`src/rtl/vend_if.sv`:
```
// vend_if: bundles the coin-sensor, request, hopper and actuator signals of the vending controller.
//   Inputs to the controller: penny, nickle, dime, quarter, buy, cancel, hopper_ready.
//   Outputs from the controller: credit[CREDIT_W], busy, dispense, chg_quarter, chg_dime,
//   chg_nickle, chg_penny, reject, short_funds, plus sales_count[16] and
//   change_cents_total[16] when SALES_COUNT_EN is defined.
//   master = stimulus/sensor side, slave = controller side.
interface vend_if #(parameter int CREDIT_W = 8);
   logic                penny, nickle, dime, quarter, buy, cancel, hopper_ready;
   logic [CREDIT_W-1:0] credit;
   logic                busy, dispense, chg_quarter, chg_dime, chg_nickle, chg_penny;
   logic                reject, short_funds;
`ifdef SALES_COUNT_EN
   logic [15:0]         sales_count, change_cents_total;
   modport master (
      output penny, nickle, dime, quarter, buy, cancel, hopper_ready,
      input  credit, busy, dispense, chg_quarter, chg_dime, chg_nickle, chg_penny,
      input  reject, short_funds, sales_count, change_cents_total
   );
   modport slave (
      input  penny, nickle, dime, quarter, buy, cancel, hopper_ready,
      output credit, busy, dispense, chg_quarter, chg_dime, chg_nickle, chg_penny,
      output reject, short_funds, sales_count, change_cents_total
   );
`else
   modport master (
      output penny, nickle, dime, quarter, buy, cancel, hopper_ready,
      input  credit, busy, dispense, chg_quarter, chg_dime, chg_nickle, chg_penny,
      input  reject, short_funds
   );
   modport slave (
      input  penny, nickle, dime, quarter, buy, cancel, hopper_ready,
      output credit, busy, dispense, chg_quarter, chg_dime, chg_nickle, chg_penny,
      output reject, short_funds
   );
`endif
endinterface

```
`src/rtl/vend_controller.sv`:
```
// vend_controller: accumulates coin credit, vends one item at PRICE, returns change greedily.
//   clk, reset (synchronous, active-high) are plain ports; everything else is on bus (vend_if.slave):
//   coin pulses penny/nickle/dime/quarter, buy, cancel, hopper_ready in;
//   credit, busy, dispense, chg_*, reject, short_funds out, all registered.
//   Optional macro SALES_COUNT_EN adds sales_count and change_cents_total (16-bit, wrapping).
module vend_controller #(
   parameter int PRICE      = 65,
   parameter int MAX_CREDIT = 200,
   parameter int CREDIT_W   = 8
) (
   input logic   clk,
   input logic   reset,
   vend_if.slave bus
);
   typedef enum logic [1:0] {IDLE, CREDIT, VEND, CHANGE} state_t;
   localparam logic [CREDIT_W-1:0] PRICE_C = CREDIT_W'(PRICE);
   localparam logic [CREDIT_W:0]   MAX_C   = (CREDIT_W+1)'(MAX_CREDIT);
   state_t              state, state_n;
   logic [CREDIT_W-1:0] credit, credit_n, credited, chg_val;
   logic [CREDIT_W:0]   coin_val, sum;
   logic [3:0]          coins, chg_n, chg;
   logic                coin_any, coin_fit, dispense_n, reject_n, short_n;
   logic                busy, dispense, reject, short_funds;
`ifdef SALES_COUNT_EN
   logic [15:0]         sales_count, change_total;
`endif
   assign coins    = {bus.quarter, bus.dime, bus.nickle, bus.penny};
   assign coin_any = |coins;
   assign coin_val = bus.quarter ? (CREDIT_W+1)'(25) :
                     bus.dime    ? (CREDIT_W+1)'(10) :
                     bus.nickle  ? (CREDIT_W+1)'(5)  :
                     bus.penny   ? (CREDIT_W+1)'(1)  : '0;
   assign sum      = {1'b0, credit} + coin_val;
   // only a single-denomination pulse that keeps us under the ceiling is creditable
   assign coin_fit = $onehot(coins) && sum <= MAX_C;
   always_comb begin
      state_n    = state;
      credit_n   = credit;
      credited   = credit;
      chg_val    = '0;
      chg_n      = '0;
      dispense_n = 1'b0;
      reject_n   = 1'b0;
      short_n    = 1'b0;
      case (state)
         IDLE, CREDIT: begin
            reject_n = coin_any && !coin_fit;
            credited = coin_fit ? sum[CREDIT_W-1:0] : credit;
            credit_n = credited;
            if (bus.cancel) begin
               state_n = credited != '0 ? CHANGE : IDLE;
            end else if (bus.buy && credit >= PRICE_C) begin
               // the price test uses registered credit; a same-cycle coin still joins the change
               credit_n   = credited - PRICE_C;
               dispense_n = 1'b1;
               state_n    = VEND;
            end else begin
               short_n = bus.buy;
               state_n = credited != '0 ? CREDIT : IDLE;
            end
         end
         VEND: begin
            reject_n = coin_any;
            state_n  = credit != '0 ? CHANGE : IDLE;
         end
         CHANGE: begin
            reject_n = coin_any;
            if (credit == '0) begin
               state_n = IDLE;
            end else if (bus.hopper_ready) begin
               chg_val  = credit >= CREDIT_W'(25) ? CREDIT_W'(25) :
                          credit >= CREDIT_W'(10) ? CREDIT_W'(10) :
                          credit >= CREDIT_W'(5)  ? CREDIT_W'(5)  : CREDIT_W'(1);
               chg_n    = credit >= CREDIT_W'(25) ? 4'b1000 :
                          credit >= CREDIT_W'(10) ? 4'b0100 :
                          credit >= CREDIT_W'(5)  ? 4'b0010 : 4'b0001;
               credit_n = credit - chg_val;
            end
         end
      endcase
   end
   always_ff @(posedge clk) begin
      if (reset) begin
         state       <= IDLE;
         credit      <= '0;
         busy        <= 1'b0;
         dispense    <= 1'b0;
         chg         <= '0;
         reject      <= 1'b0;
         short_funds <= 1'b0;
      end else begin
         state       <= state_n;
         credit      <= credit_n;
         busy        <= state_n == VEND || state_n == CHANGE;
         dispense    <= dispense_n;
         chg         <= chg_n;
         reject      <= reject_n;
         short_funds <= short_n;
      end
   end
`ifdef SALES_COUNT_EN
   always_ff @(posedge clk) begin
      if (reset) begin
         sales_count  <= '0;
         change_total <= '0;
      end else begin
         sales_count  <= sales_count + 16'(dispense_n);
         change_total <= change_total + 16'(chg_val);
      end
   end
   assign bus.sales_count        = sales_count;
   assign bus.change_cents_total = change_total;
`endif
   assign bus.credit      = credit;
   assign bus.busy        = busy;
   assign bus.dispense    = dispense;
   assign bus.chg_quarter = chg[3];
   assign bus.chg_dime    = chg[2];
   assign bus.chg_nickle  = chg[1];
   assign bus.chg_penny   = chg[0];
   assign bus.reject      = reject;
   assign bus.short_funds = short_funds;
endmodule

```
`src/flat_wrapper.sv`:
```
// flat-port wrapper written by rule: the top's interface ports become plain ports
module vend_controller_flat 
#(
   parameter int PRICE      = 65,
   parameter int MAX_CREDIT = 200,
   parameter int CREDIT_W   = 8
)
  (clk, reset, bus_penny, bus_nickle, bus_dime, bus_quarter, bus_buy, bus_cancel, bus_hopper_ready, bus_credit, bus_busy, bus_dispense, bus_chg_quarter, bus_chg_dime, bus_chg_nickle, bus_chg_penny, bus_reject, bus_short_funds);
  vend_if #(.CREDIT_W(CREDIT_W)) bus_i ();
  input logic clk;
  input logic reset;
  input wire logic [$bits(bus_i.penny)-1:0] bus_penny;
  input wire logic [$bits(bus_i.nickle)-1:0] bus_nickle;
  input wire logic [$bits(bus_i.dime)-1:0] bus_dime;
  input wire logic [$bits(bus_i.quarter)-1:0] bus_quarter;
  input wire logic [$bits(bus_i.buy)-1:0] bus_buy;
  input wire logic [$bits(bus_i.cancel)-1:0] bus_cancel;
  input wire logic [$bits(bus_i.hopper_ready)-1:0] bus_hopper_ready;
  output wire logic [$bits(bus_i.credit)-1:0] bus_credit;
  output wire logic [$bits(bus_i.busy)-1:0] bus_busy;
  output wire logic [$bits(bus_i.dispense)-1:0] bus_dispense;
  output wire logic [$bits(bus_i.chg_quarter)-1:0] bus_chg_quarter;
  output wire logic [$bits(bus_i.chg_dime)-1:0] bus_chg_dime;
  output wire logic [$bits(bus_i.chg_nickle)-1:0] bus_chg_nickle;
  output wire logic [$bits(bus_i.chg_penny)-1:0] bus_chg_penny;
  output wire logic [$bits(bus_i.reject)-1:0] bus_reject;
  output wire logic [$bits(bus_i.short_funds)-1:0] bus_short_funds;
  assign bus_i.penny = bus_penny;
  assign bus_i.nickle = bus_nickle;
  assign bus_i.dime = bus_dime;
  assign bus_i.quarter = bus_quarter;
  assign bus_i.buy = bus_buy;
  assign bus_i.cancel = bus_cancel;
  assign bus_i.hopper_ready = bus_hopper_ready;
  assign bus_credit = bus_i.credit;
  assign bus_busy = bus_i.busy;
  assign bus_dispense = bus_i.dispense;
  assign bus_chg_quarter = bus_i.chg_quarter;
  assign bus_chg_dime = bus_i.chg_dime;
  assign bus_chg_nickle = bus_i.chg_nickle;
  assign bus_chg_penny = bus_i.chg_penny;
  assign bus_reject = bus_i.reject;
  assign bus_short_funds = bus_i.short_funds;
  vend_controller #(.PRICE(PRICE), .MAX_CREDIT(MAX_CREDIT), .CREDIT_W(CREDIT_W)) u_core (.clk(clk), .reset(reset), .bus(bus_i));
endmodule
```
`config.mk`:
```
export PLATFORM = sky130hd
export DESIGN_NAME = vend_controller_flat
export DESIGN_NICKNAME = d
export VERILOG_FILES = /design/src/rtl/vend_if.sv /design/src/rtl/vend_controller.sv /design/src/flat_wrapper.sv
export SDC_FILE = /design/constraint.sdc
export NUM_CORES = 1
export LEC_CHECK = 0
export ABC_AREA = 1
export CAP_MARGIN = 20
export CORE_MARGIN = 2
export CORE_UTILIZATION = 55
export DETAILED_ROUTE_END_ITERATION = 10
export PLACE_DENSITY_LB_ADDON = 0.2
export SETUP_SLACK_MARGIN = 0.4
export SLEW_MARGIN = 20
export SYNTH_ARGS = -nofsm -noshare
export SYNTH_HDL_FRONTEND = slang
export SYNTH_SLANG_ARGS = --single-unit
```
`constraint.sdc`:
```
create_clock -name clk -period 7.3 [get_ports clk]
set_clock_uncertainty 0.05 [all_clocks]
set_input_delay 1.46 -clock clk [delete_from_list [all_inputs] [get_ports clk]]
set_output_delay 1.46 -clock clk [all_outputs]
set_load 0.01 [all_outputs]
```
-- After elaboration in Yosys (flattened, before gate mapping)
Index checks and enable logic that the tools add are counted.
- multipliers: 0
- shift-type cells: 0
- bitwise logic cells: 3
- equal/unequal tests: 8
- reduce and logical (&&, ||, !) cells: 19
- divide/modulo/power cells: 0
- order comparisons: 5
- add/subtract/negate cells: 6
- muxes and demuxes: 25
- operators with widths (cell ; number):
    $mux 8 ; 7
    $mux 9 ; 3
    $pmux 8 s2 ; 1
    $reduce_bool 8->1 ; 2
    $mux 2 ; 6
    $reduce_or 4->1 ; 3
    $add 8x9->9 ; 1
    $le 9x8->1 const B ; 1
    $eq 2x2->1 const B ; 4
    $ge 8x3->1 const B ; 1
    $ge 8x4->1 const B ; 1
    $ge 8x5->1 const B ; 1
    $ge 8x7->1 const B ; 1
    $logic_not 8->1 ; 1
    $mux 4 ; 2
    $sub 8x7->8 const B ; 1
    $sub 8x8->8 ; 1
    $pmux 2 s3 ; 1
    $reduce_or 6->1 ; 1
    $reduce_or 5->1 ; 1
    $add 1x1->2 ; 2
    $ne 2x2->1 const B ; 2
    $reduce_or 2->1 ; 2
    $add 3x3->3 ; 1
    13 further kinds ; 19
- bits in latches: 0
- word-level logic and storage cells: 75
- memory bits (read-only): 0
- output and inout bits: 16
- memory bits (writable): 0
- memories kept: 0
- register bits: 18

-- Longest topological paths before layout
Gate-level depths: netlist of run 1.
- depth after elaboration: 15
- mapped depth: 24
- gate-level depth less buffers: 24

-- Worst setup path after synthesis of run 1
No wires, ideal clock.
- path kind: input to register
- start: in bus_nickle
- end: reg u_core.credit[5], in the netlist u_core.bus.credit[5]
- path buffers: 1
- arrival time: 3.845 ns
- stages: 22
- path slack: 3.284 ns
- library setup time: 0.122 ns
- cells stage by stage: inv_1 ha_1 o21ai_0 ha_1 inv_1 fa_1 inv_1 nand3_1 nand2_1 nand2_1 nand2_2 nand2_2 nor2_4 o21ai_2 buf_6 nand2_2 nand2_2 inv_2 nand4_2 or2_1 nand3_2 a21oi_2
- word-level cells in the longest chain between the ends: 11
- RTL lines (element ; RTL line ; source):
    start, declared ; flat_wrapper.sv:13 ; input wire logic [$bits(bus_i.nickle)-1:0] bus_nickle;
    $mux 9 ; vend_controller.sv:31 ; bus.nickle ? (CREDIT_W+1)'(5) :
    $mux 9 ; vend_controller.sv:30 ; bus.dime ? (CREDIT_W+1)'(10) :
    $mux 9 ; vend_controller.sv:29 ; assign coin_val = bus.quarter ? (CREDIT_W+1)'(25) :
    $add 8x9->9 ; vend_controller.sv:33 ; assign sum = {1'b0, credit} + coin_val;
    $le 9x8->1 ; vend_controller.sv:35 ; assign coin_fit = $onehot(coins) && sum <= MAX_C;
    $logic_and 1x1->1 ; vend_controller.sv:35 ;
    $mux 8 (*) ; vend_controller.sv:48 ; credited = coin_fit ? sum[CREDIT_W-1:0] : credit;
    $sub 8x7->8 ; vend_controller.sv:54 ; credit_n = credited - PRICE_C;
    $mux 8 ; vend_controller.sv:52 ; end else if (bus.buy && credit >= PRICE_C) begin
    $mux 8 (*) ; vend_controller.sv:50 ; if (bus.cancel) begin
    $pmux 8 s2 (*) ; vend_controller.sv:45 ; case (state)
    end signal, assigned ; vend_controller.sv:93 ; credit <= credit_n;
    end, declared ; vend_controller.sv:19 ; logic [CREDIT_W-1:0] credit, credit_n, credited, chg_val;
Mark *: on every way between the ends. The rest lies on a longest branch, timed or not.
A chain may end at the register's enable or synchronous reset.

-- Worst setup path after layout of run 1
- start: in bus_quarter
- end: reg u_core.credit[5], in the netlist u_core.bus.credit[5]
- word-level cells in the longest chain between the ends: 9
- RTL lines (element ; RTL line ; source):
    start, declared ; flat_wrapper.sv:15 ; input wire logic [$bits(bus_i.quarter)-1:0] bus_quarter;
    $mux 9 / $add 1x1->2 (equally long branches) ; vend_controller.sv:29, vend_controller.sv:35 ;
    $add 8x9->9 / $add 3x3->3 (equally long branches) ; vend_controller.sv:33, vend_controller.sv:35 ;
    $le 9x8->1 / $eq 3x1->1 (equally long branches) ; vend_controller.sv:35 ;
    $logic_and 1x1->1 ; vend_controller.sv:35 ;
    $mux 8 (*) ; vend_controller.sv:48 ;
    $sub 8x7->8 ; vend_controller.sv:54 ;
    $mux 8 ; vend_controller.sv:52 ;
    $mux 8 (*) ; vend_controller.sv:50 ;
    $pmux 8 s2 (*) ; vend_controller.sv:45 ;
Marked as above.

==> key figures, run 1 <==
Global routing
  • Global routing met3 resource utilization: 4.58%
  • GR peak layer: met2
  • Grt met2 use: 40.6%
  • Number of global-route vias before repair: 1839
  • Grt ovf: 0
  • First-pass GRT wire length: 8250 µm
  • Initial antenna violation count: 0
  • Gr usage total: 25.1%
  • Met1 usage: 34.7%
  • Largest net degree at the start of global routing: 14

Finish
  • Antenna fix cells: 0
  • Post-Layout Inst Area: 2270 µm²
  • Register area: 360 µm²
  • Area delta synth->final: 14.6%
  • Area of the multi-input gates: 1370 µm²
  • Fill cells: 300
  • Layout cells sized above 1: 11.8%
  • # nets final: 369

Worst hold path
  • HP Class: reg -> reg

Run
  • Max Cap Viol: 0

STA
  • RSZ-0062 raised after global routing: false
  • Setup TNS Final: 0 ns
  • PnR worst setup slack: 2.29 ns
  • Max_slew headroom: 35.9%
  • Tmin final: 5.01 ns
  • # setup viols final: 0
  • Measured slew at the worst slew-check pin: 0.957 ns
  • Tcrit/Tclk final: 68.7%
  • Endpoints failing hold: 0
  • Fmax: 0.199 GHz
  • Slew Viols, Final: 0

Worst setup path
  • R2R cell count: 14
  • Reg-to-reg startpoint: u_core.bus.credit[4]$_SDFFE_PP0P_
  • CP startpoint: bus_quarter
  • Worst Path Max Fanout: 12
  • Crit path to: u_core.bus.credit[5]$_SDFFE_PP0P_
  • RR Endpoint: u_core.bus.credit[5]$_SDFFE_PP0P_
  • Critical Path RT: 7.46 ns
  • CP Capture Type: flop
  • Critical path class: in -> reg
  • CP startpoint kind: input port
  • Reg2Reg Setup Slack: 3.86 ns
  • Worst EP arrival: 5.17 ns

Synthesis
  • Syn. warnings: 0
  • Register area share after synthesis: 18.1%
  • Synth area leader: dfxtp_1
  • Synth area leaders: dfxtp_1 (18%), nand2_1 (15%), ha_1 (10%)
  • Top cell type's share of synthesized area: 18.1%
  • Count leader, synth: nand2_1
  • Syn_nets: 347
  • EDFF count, synth: 0
  • Top cells by count, synth: nand2_1 (77), inv_1 (49), nand3_1 (28)
  • Unique masters post-synth: 36
  • Ys flop type: dfxtp_1
  • Mapped Cells: 319
  • Synth Register Bits: 18
  • Mapped cell area: 1990 µm²
  • Mean Syn Cell Area: 6.22 µm²
  • FFs w/ async S/R, synth: 0%

Clocking
  • Clock latency on the worst-skew pair: 0.31 ns
  • Post-CTS sizing: 0
  • TritonCTS clock tree: yes
  • Clock-pin slew on the worst setup and hold paths: 0.11 ns
  • Htree depth: 1
  • # clock sinks: 18
  • Max Root-Sink Buffers: 2
  • Cts hold-fix bufs: 0
  • Num CTS Buffers: 3
  • CTS root buf: clkbuf_4
  • Postcts setup bufs: 0

Floorplan
  • Area of the core: 3390 µm²
  • Initial core utilization: 58.6%
  • Die ar.: 4110 µm²
  • Number of top-level pins: 25
  • Die Span X: 64.1 µm
  • Row Count: 21
  • Die span in y: 64.1 µm

Routing
  • Wirelength per Cell: 12.3 µm
  • WL final: 4750 µm
  • Drt first-iter violations: 153
  • Vias: 2040
  • Post-route ant nets: 0
  • DR DRC count: 0
  • DR pass1 iterations: 4
  • Vias per cell: 5.28

Placed design
  • Gp weighted congestion: 0.938
  • Placed cell area: 2240 µm²
  • Setup Slack @ Placement: 1.98 ns
  • HPWL after DPL: 3770 µm
  • PortBufs: 24

Power and ir drop
  • Pleak: 1.14 nW
  • Pwr dens: 480 nW/µm²
  • VDD IR max: 377 µV

Outcome
  • Status: finished clean
-- power by group --
group / total (W) / switching [W] / internal (W)
Sequential: 0.000200 / 0.0000693 / 0.000131
Clock: 0.0000644 / 0.0000339 / 0.0000305
Combinational: 0.000829 / 0.000512 / 0.000316
Total: 0.00109 / 0.000616 / 0.000477
-- metal layers --
metal	up-vias	part of all wire, %	wire, µm
met2	50	45	2140
met5	-	0	0
met3	7	5.3	254
met4	0	0.95	45
li1	1060	-	-
met1	923	49	2300
-- how the worst min path moves through the flow --
| stage | from | endpoint | slack, ns | depth (start not counted) |
|---|---|---|---|---|
| global route | u_core.bus.credit[0]$_SDFFE_PP0P_ | u_core.bus.credit[0]$_SDFFE_PP0P_ | 0.56 | 2 |
| floorplan | u_core.state[1]$_SDFF_PP0_ | u_core.bus.reject$_SDFF_PP0_ | 0.46 | 2 |
| CTS | u_core.bus.credit[0]$_SDFFE_PP0P_ | u_core.bus.credit[0]$_SDFFE_PP0P_ | 0.54 | 2 |
| global placement | u_core.bus.credit[0]$_SDFFE_PP0P_ | u_core.bus.credit[0]$_SDFFE_PP0P_ | 0.52 | 2 |
| detailed placement | u_core.bus.credit[0]$_SDFFE_PP0P_ | u_core.bus.credit[0]$_SDFFE_PP0P_ | 0.52 | 2 |
| finish | u_core.bus.credit[0]$_SDFFE_PP0P_ | u_core.bus.credit[0]$_SDFFE_PP0P_ | 0.54 | 2 |
-- metrics by stage --
step / power, W / util (%) / hold slack, ns / instances
final: 0.00109 / 67.1 / 0.541 / 386
after global routing: 0.00122 / 67.1 / 0.563 / 386
after CTS: 0.00109 / 67.1 / 0.538 / 386
after detailed placement: 0.00102 / 66.0 / 0.520 / 382
after global placement: 0.00101 / 66.0 / 0.520 / 382
after floorplan: 0.000825 / - / 0.459 / 319
-- critical path: stages --
cell	delay [ns]
clkdlybuf4s50_1	0.53
inv_1	0.09
ha_1	0.30
ha_1	0.20
fa_1	0.43
nor2_1	0.11
nand2_1	0.06
a31oi_1	0.71
o21ai_2	0.36
nand2_1	0.23
nand2_4	0.09
nor2_4	0.13
nand4_2	0.13
or2_1	0.23
nand3_2	0.06
a21oi_2	0.06
-- kinds of logic after synthesis --
kind of cell | after synthesis | synth area share (%)
compound gates | 45 | 12.6
xor+xnor | 3 | 1.32
fa+ha+maj | 19 | 13.1
buf+inv | 63 | 12.9
flops | 18 | 18.1
simple gates | 171 | 42.0
-- cell type report --
| cell class | count | area share, % |
|---|---|---|
| multi-input combinational | 238 | 60.2 |
| sequential | 18 | 15.8 |
| timing repair buffer | 24 | 10.6 |
| inverter | 56 | 9.24 |
| tap | 46 | 2.53 |
| clock buffer | 4 | 1.60 |
-- cells in the final DEF (no fill, tap or decap), types with 3 or more instances in the layout --
cell type and n:
nand2_1 77, nor2_4 3, inv_2 6, nor3_1 4, ha_1 16, nor2_2 3
fa_1 3, nand2_2 15, o21ai_0 14, a21oi_1 20, dfxtp_1 18, inv_1 49
nand3_2 3, nor2_1 25, clkbuf_4 3, a31oi_1 3, nand3_1 28, nand3b_1 4
clkdlybuf4s50_1 24
-- registers in the layout, indices dropped and copies added, names as in the netlist --
| register | count |
|---|---|
| u_core.bus.dispense | 1 |
| u_core.bus.credit | 8 |
| u_core.chg | 4 |
| u_core.bus.busy | 1 |
| u_core.state | 2 |
| u_core.bus.reject | 1 |
| u_core.bus.short_funds | 1 |
Note: power is estimated with default switching activity, not from simulation.
==> inputs of run 2 (changes only) <==
Clock period 7.3 ns to 4.9 ns, I/O delays scaled along.
==> run 2 against run 1 <==
Against the previous run: die area unchanged; flip-flop and latch count unchanged; via count down 0.49%; core utilization about the same; sequential power up 47%; worst hold slack better by 0.011 ns; final area about the same; clock power up 13%; total power up 47%.
==> key figures, run 2 (synthesis gave the netlist of run 1 again) <==
Global routing
  • Largest net degree at the start of global routing: 14 (unchanged)
  • First-pass GRT wire length: 8200 µm (was 8250 µm)
  • Initial antenna violation count: 0 (unchanged)
  • Gr usage total: 25.4% (was 25.1%)
  • Number of global-route vias before repair: 1814 (was 1839)
  • Grt ovf: 0 (unchanged)

Floorplan
  • Die ar.: 4110 µm² (unchanged)
  • Initial core utilization: 58.6% (unchanged)
  • Number of top-level pins: 25 (unchanged)
  • Die span in y: 64.1 µm (unchanged)
  • Die Span X: 64.1 µm (unchanged)
  • Area of the core: 3390 µm² (unchanged)
  • Row Count: 21 (unchanged)

Placed design
  • Gp weighted congestion: 0.957 (was 0.938)
  • HPWL after DPL: 3830 µm (was 3770 µm)
  • PortBufs: 24 (unchanged)

Run
  • Max Cap Viol: 0 (unchanged)

Worst setup path
  • CP Capture Type: flop (unchanged)
  • Worst EP arrival: 4.25 ns (was 5.17 ns)
  • Critical Path RT: 5.04 ns (was 7.46 ns)
  • Critical path class: in -> reg (unchanged)
  • Worst Path Max Fanout: 7 (was 12)
  • CP startpoint kind: input port (unchanged)

Routing
  • WL final: 4740 µm (was 4750 µm)
  • Wirelength per Cell: 12.2 µm (was 12.3 µm)
  • Drt first-iter violations: 162 (was 153)
  • Post-route ant nets: 0 (unchanged)
  • DR pass1 iterations: 5 (was 4)
  • Vias: 2030 (was 2040)
  • DR DRC count: 0 (unchanged)
  • Vias per cell: 5.25 (was 5.28)

Clocking
  • Clock-pin slew on the worst setup and hold paths: 0.10 ns (was 0.11 ns)
  • Max Root-Sink Buffers: 2 (unchanged)
  • Htree depth: 1 (unchanged)
  • Num CTS Buffers: 3 (unchanged)
  • # clock sinks: 18 (unchanged)
  • Postcts setup bufs: 0 (unchanged)
  • Cts hold-fix bufs: 0 (unchanged)
  • CTS root buf: clkbuf_4 (unchanged)
  • TritonCTS clock tree: yes (unchanged)
  • Clock latency on the worst-skew pair: 0.29 ns (was 0.31 ns)
  • Post-CTS sizing: 0 (unchanged)

STA
  • Measured slew at the worst slew-check pin: 0.482 ns (was 0.957 ns)
  • Tmin final: 4.11 ns
  • RSZ-0062 raised after global routing: false (unchanged)
  • Tcrit/Tclk final: 83.8%
  • Fmax: 0.244 GHz
  • Setup TNS Final: 0 ns (unchanged)
  • Max_slew headroom: 67.8% (was 35.9%)
  • Slew Viols, Final: 0 (unchanged)
  • Endpoints failing hold: 0 (unchanged)
  • # setup viols final: 0 (unchanged)

Worst hold path
  • HP Class: reg -> reg (unchanged)

Finish
  • Max reg flops: 8 (unchanged)
  • Area delta synth->final: 14.6% (about the same)
  • Post-route core utilization: 67.1% (about the same)
  • Layout cells sized above 1: 12.0% (was 11.8%)
  • Top reg by flops: u_core.bus.credit (unchanged)
  • Biggest regs: u_core.bus.credit: 8 flops, u_core.chg: 4 flops, u_core.state: 2 flops (unchanged)
  • Most frequent cells in the layout: nand2_1 (77), inv_1 (49), nand3_1 (28) (unchanged)
  • # nets final: 371 (was 369)
  • Antenna fix cells: 0 (unchanged)
  • Commonest non-fill, non-tap cell in the layout: nand2_1 (unchanged)

Power and ir drop
  • Pleak: 1.14 nW (about the same)
  • Pwr dens: 705 nW/µm² (was 480 nW/µm²)
  • VDD IR max: 537 µV (was 377 µV)

Outcome
  • Status: finished clean (unchanged)
[run 2: cell count changes in the layout (fill, tap and decap cells not counted)]
cell	change
buf_4	+2
clkbuf_8	-1
[run 2: worst max-delay path: stages]
cell and delay [ns]:
clkdlybuf4s50_1 0.48, inv_1 0.06, ha_1 0.21, o21ai_0 0.16
ha_1 0.20, inv_1 0.06, fa_1 0.39, inv_1 0.10
nand3_1 0.09, nand3b_1 0.11, nand2_2 0.08, nand2_2 0.08
nor2_4 0.05, o21ai_2 0.28, buf_4 0.21, nand2_1 0.07
nand2_2 0.08, nand2_2 0.07, clkinv_1 0.05, nand4_2 0.09
or2_1 0.24, nand3_2 0.07, a21oi_2 0.05
[run 2: area by class of cell]
type / instances / area, µm²
multi-input combinational: 238 / 1370
sequential: 18 / 360
tap: 46 / 57.6
timing repair buffer: 26 / 255
inverter: 56 / 210
clock buffer: 3 / 22.5
fill: 322 / 1110
[run 2: final timing paths]
check / depth (start not counted) / slack [ns] / startpoint / end
max: 23 / 0.79 / bus_nickle / u_core.bus.credit[5]$_SDFFE_PP0P_
max reg2reg: 19 / 1.65 / u_core.bus.credit[6]$_SDFFE_PP0P_ / u_core.bus.credit[7]$_SDFFE_PP0P_
min reg2reg: 2 / 0.55 / u_core.bus.credit[0]$_SDFFE_PP0P_ / u_core.bus.credit[0]$_SDFFE_PP0P_
min: 2 / 0.55 / u_core.bus.credit[0]$_SDFFE_PP0P_ / u_core.bus.credit[0]$_SDFFE_PP0P_
[run 2: per-layer routing]
| metal | vias to the layer above | part of all wire [%] | GRT usage, % |
|---|---|---|---|
| li1 | 1065 | - | - |
| met1 | 877 | 46 | 34.6 |
| met2 | 80 | 46 | 41.9 |
| met3 | 8 | 7.6 | 4.58 |
| met4 | 0 | 0.95 | 4.89 |
| met5 | - | 0 | 0 |
[run 2: report_power, final]
group	switching [W]	internal, W	leakage [nW]	total [W]
sequential	0.0000978	0.000195	0.148	0.000293
combinational	0.000758	0.000482	0.979	0.00124
clock	0.0000444	0.0000286	0.0138	0.0000730
total	0.000900	0.000705	1.14	0.00160
[run 2: stage by stage]
| stage | hold slack [ns] | cell area (µm²) | cells | total power [W] | setup WS, ns |
|---|---|---|---|---|---|
| final | 0.552 | 2280 | 387 | 0.00160 | 0.794 |
| after global routing | 0.605 | 2280 | 387 | 0.00179 | 0.506 |
| after CTS | 0.554 | 2280 | 387 | 0.00160 | 0.799 |
| after detailed placement | 0.533 | 2250 | 384 | 0.00152 | 0.486 |
| after global placement | 0.530 | 2250 | 384 | 0.00149 | 0.631 |
| after floorplan | 0.459 | 1990 | 319 | 0.00123 | 1.36 |
==> inputs of run 3 (changes only) <==
Clock period 4.9 ns to 4.18 ns, I/O delays scaled along.
==> run 3 against run 2 <==
Against the previous run: global-route usage down 0.75 points; highest routed layer unchanged; worst hold slack worse by 0.0070 ns; cell count up 2.1%.
==> key figures, run 3 (synthesis gave the netlist of run 1 again) <==
Power and ir drop
  • Reg power frac: 17.0% (was 18.2%)
  • VDD IR max: 666 µV (was 537 µV)
  • Comb pwr share: 77.5% (was 77.2%)
  • Internal power: 0.000895 W (was 0.000705 W)
  • Pwr dens: 838 nW/µm² (was 705 nW/µm²)
  • Clock group share of total power: 5.5% (was 4.5%)
  • Sw power: 0.00114 W (was 0.000900 W)
  • Pleak: 1.22 nW (was 1.14 nW)
  • Net Sw Frac: 56.1% (about the same)

Routing
  • Post-route ant nets: 0 (unchanged)
  • Wirelength per Cell: 12.9 µm (was 12.2 µm)
  • Drt first-iter violations: 136 (was 162)
  • DR pass1 iterations: 5 (unchanged)
  • Vias per cell: 5.32 (was 5.25)
  • WL final: 5100 µm (was 4740 µm)
  • DR DRC count: 0 (unchanged)
  • Vias: 2101 (was 2030)

STA
  • Measured slew at the worst slew-check pin: 0.459 ns (was 0.482 ns)
  • Slew Viols, Final: 0 (unchanged)
  • Endpoints failing hold: 0 (unchanged)
  • PnR worst setup slack: 0.549 ns (was 0.794 ns)
  • Tcrit/Tclk final: 86.9%
  • Max_slew headroom: 69.4% (was 67.8%)
  • Fmax: 0.275 GHz
  • Tmin final: 3.63 ns
  • RSZ-0062 raised after global routing: false (unchanged)
  • # setup viols final: 0 (unchanged)

Global routing
  • Gr usage total: 24.6% (was 25.4%)
  • Grt ovf: 0 (unchanged)
  • First-pass GRT wire length: 8000 µm (was 8200 µm)
  • Initial antenna violation count: 0 (unchanged)
  • Number of global-route vias before repair: 1834 (was 1814)
  • Largest net degree at the start of global routing: 14 (unchanged)

Floorplan
  • Area of the core: 3390 µm² (unchanged)
  • Initial core utilization: 58.6% (unchanged)
  • Die span in y: 64.1 µm (unchanged)
  • Die Span X: 64.1 µm (unchanged)
  • Row Count: 21 (unchanged)
  • Die ar.: 4110 µm² (unchanged)
  • Number of top-level pins: 25 (unchanged)

Worst hold path
  • Min-Delay Endpoint: u_core.bus.credit[1]$_SDFFE_PP0P_ (was u_core.bus.credit[0]$_SDFFE_PP0P_)
  • HP Class: reg -> reg (unchanged)
  • Hold Startpoint: u_core.bus.credit[1]$_SDFFE_PP0P_ (was u_core.bus.credit[0]$_SDFFE_PP0P_)
  • Hold Path Stages: 2 (unchanged)

Clocking
  • Cts hold-fix bufs: 0 (unchanged)
  • TritonCTS clock tree: yes (unchanged)
  • Max Root-Sink Buffers: 2 (unchanged)
  • # clock sinks: 18 (unchanged)
  • CTS root buf: clkbuf_4 (unchanged)
  • Htree depth: 1 (unchanged)
  • Clock latency on the worst-skew pair: 0.31 ns (was 0.29 ns)
  • Num CTS Buffers: 3 (unchanged)
  • Clock-pin slew on the worst setup and hold paths: 0.11 ns (was 0.10 ns)

Finish
  • Area delta synth->final: 22.6% (was 14.6%)
  • Antenna fix cells: 0 (unchanged)
  • Layout cells sized above 1: 18.1% (was 12.0%)
  • Post-route core utilization: 71.8% (was 67.1%)
  • # nets final: 378 (was 371)
  • Biggest regs: u_core.bus.credit: 8 flops, u_core.chg: 4 flops, u_core.state: 2 flops (unchanged)
  • Most frequent cells in the layout: nand2_1 (72), inv_1 (48), nand3_1 (28) (was nand2_1 (77), inv_1 (49), nand3_1 (28))
  • Commonest non-fill, non-tap cell in the layout: nand2_1 (unchanged)
  • Top reg by flops: u_core.bus.credit (unchanged)
  • Max reg flops: 8 (unchanged)

Placed design
  • Gp weighted congestion: 0.963 (was 0.957)
  • Setup Slack @ Placement: -0.103 ns (was 0.486 ns)
  • HPWL after DPL: 3810 µm (was 3830 µm)
  • PortBufs: 24 (unchanged)

Worst setup path
  • RR Endpoint: u_core.bus.credit[7]$_SDFFE_PP0P_ (unchanged)
  • Critical Path RT: 4.32 ns (was 5.04 ns)
  • CP startpoint kind: input port (unchanged)
  • CP Capture Type: flop (unchanged)
  • Worst EP arrival: 3.77 ns (was 4.25 ns)
  • Reg2Reg Setup Slack: 0.78 ns (was 1.65 ns)
  • Worst Path Max Fanout: 6 (was 7)
  • Reg-to-reg startpoint: u_core.bus.credit[6]$_SDFFE_PP0P_ (unchanged)
  • CP startpoint: bus_quarter (was bus_nickle)
  • Critical path class: in -> reg (unchanged)
  • R2R cell count: 19 (unchanged)

Outcome
  • Status: finished clean (unchanged)

Run
  • Max Cap Viol: 0 (unchanged)
run 3: changes by cell type in the layout (fill, tap and decap cells not counted), sizes merged:
cell           before  now
clkdlybuf4s50      24   21
buf                 2    9
dlymetal6s2s        0    3
clkbuf              3    4
run 3: critical path, stage by stage:
cell and delay, ns:
clkdlybuf4s50_1 0.47, inv_1 0.08, ha_1 0.30, ha_1 0.19
fa_1 0.44, nor2_1 0.13, nand2_2 0.10, a31oi_4 0.20
o21ai_2 0.10, buf_6 0.15, nand2_2 0.07, nand2_2 0.10
nor2_4 0.13, nand3_4 0.11, nor2_4 0.13, nand3_1 0.09
nand2_2 0.09, a21oi_1 0.07
run 3: final cells by class:
cell class              count  area [µm²]
multi-input cells         238        1450
fillers                   292         955
well taps                  46        57.6
flip-flops and latches     18         360
repair buffers             33         317
inverters                  56         210
clock buffers               4        36.3
run 3: routing by layer:
layer	global-route usage, %	routed length, µm
met1	33.3	2340
met2	40.1	2260
met3	3.70	335
met4	7.88	158
met5	0	0
run 3: power groups by stage:
stage | logic, W | registers (W) | clock network, W
final | 0.00158 | 0.000347 | 0.000112
after global placement | 0.00141 | 0.000341 | 0
after global routing | 0.00178 | 0.000355 | 0.000121
after floorplan | 0.00113 | 0.000309 | 0
after detailed placement | 0.00144 | 0.000340 | 0
after CTS | 0.00146 | 0.000340 | 0.000114
run 3: repair_timing:
item / CTS / global route
pin swaps: 7 / 12
gates cloned: 1 / 1
gates resized for setup: 8 / 20
endpoints found under the setup margin: 11 / 11
hold endpoints to repair: 0 / 0
buffers inserted: 1 / 2
run 3: worst max path at each step:
stage,end,depth (start not counted)
floorplan,u_core.bus.credit[5]$_SDFFE_PP0P_,22
global placement,u_core.bus.credit[5]$_SDFFE_PP0P_,23
detailed placement,u_core.bus.busy$_SDFF_PP0_,24
CTS,u_core.bus.credit[4]$_SDFFE_PP0P_,23
global route,u_core.bus.credit[5]$_SDFFE_PP0P_,23
finish,u_core.bus.busy$_SDFF_PP0_,18
run 3: per-stage QoR:
step / hold WS (ns) / power, W / std cells / area (µm²) / setup TNS, ns
2_1_floorplan: 0.459 / 0.00144 / 319 / 1990 / 0
3_3_place_gp: 0.535 / 0.00175 / 386 / 2270 / 0
3_5_place_dp: 0.518 / 0.00178 / 386 / 2270 / -0.588
4_1_cts: 0.552 / 0.00191 / 392 / 2340 / 0
5_1_grt: 0.591 / 0.00226 / 395 / 2430 / 0
6_report: 0.544 / 0.00204 / 395 / 2430 / 0
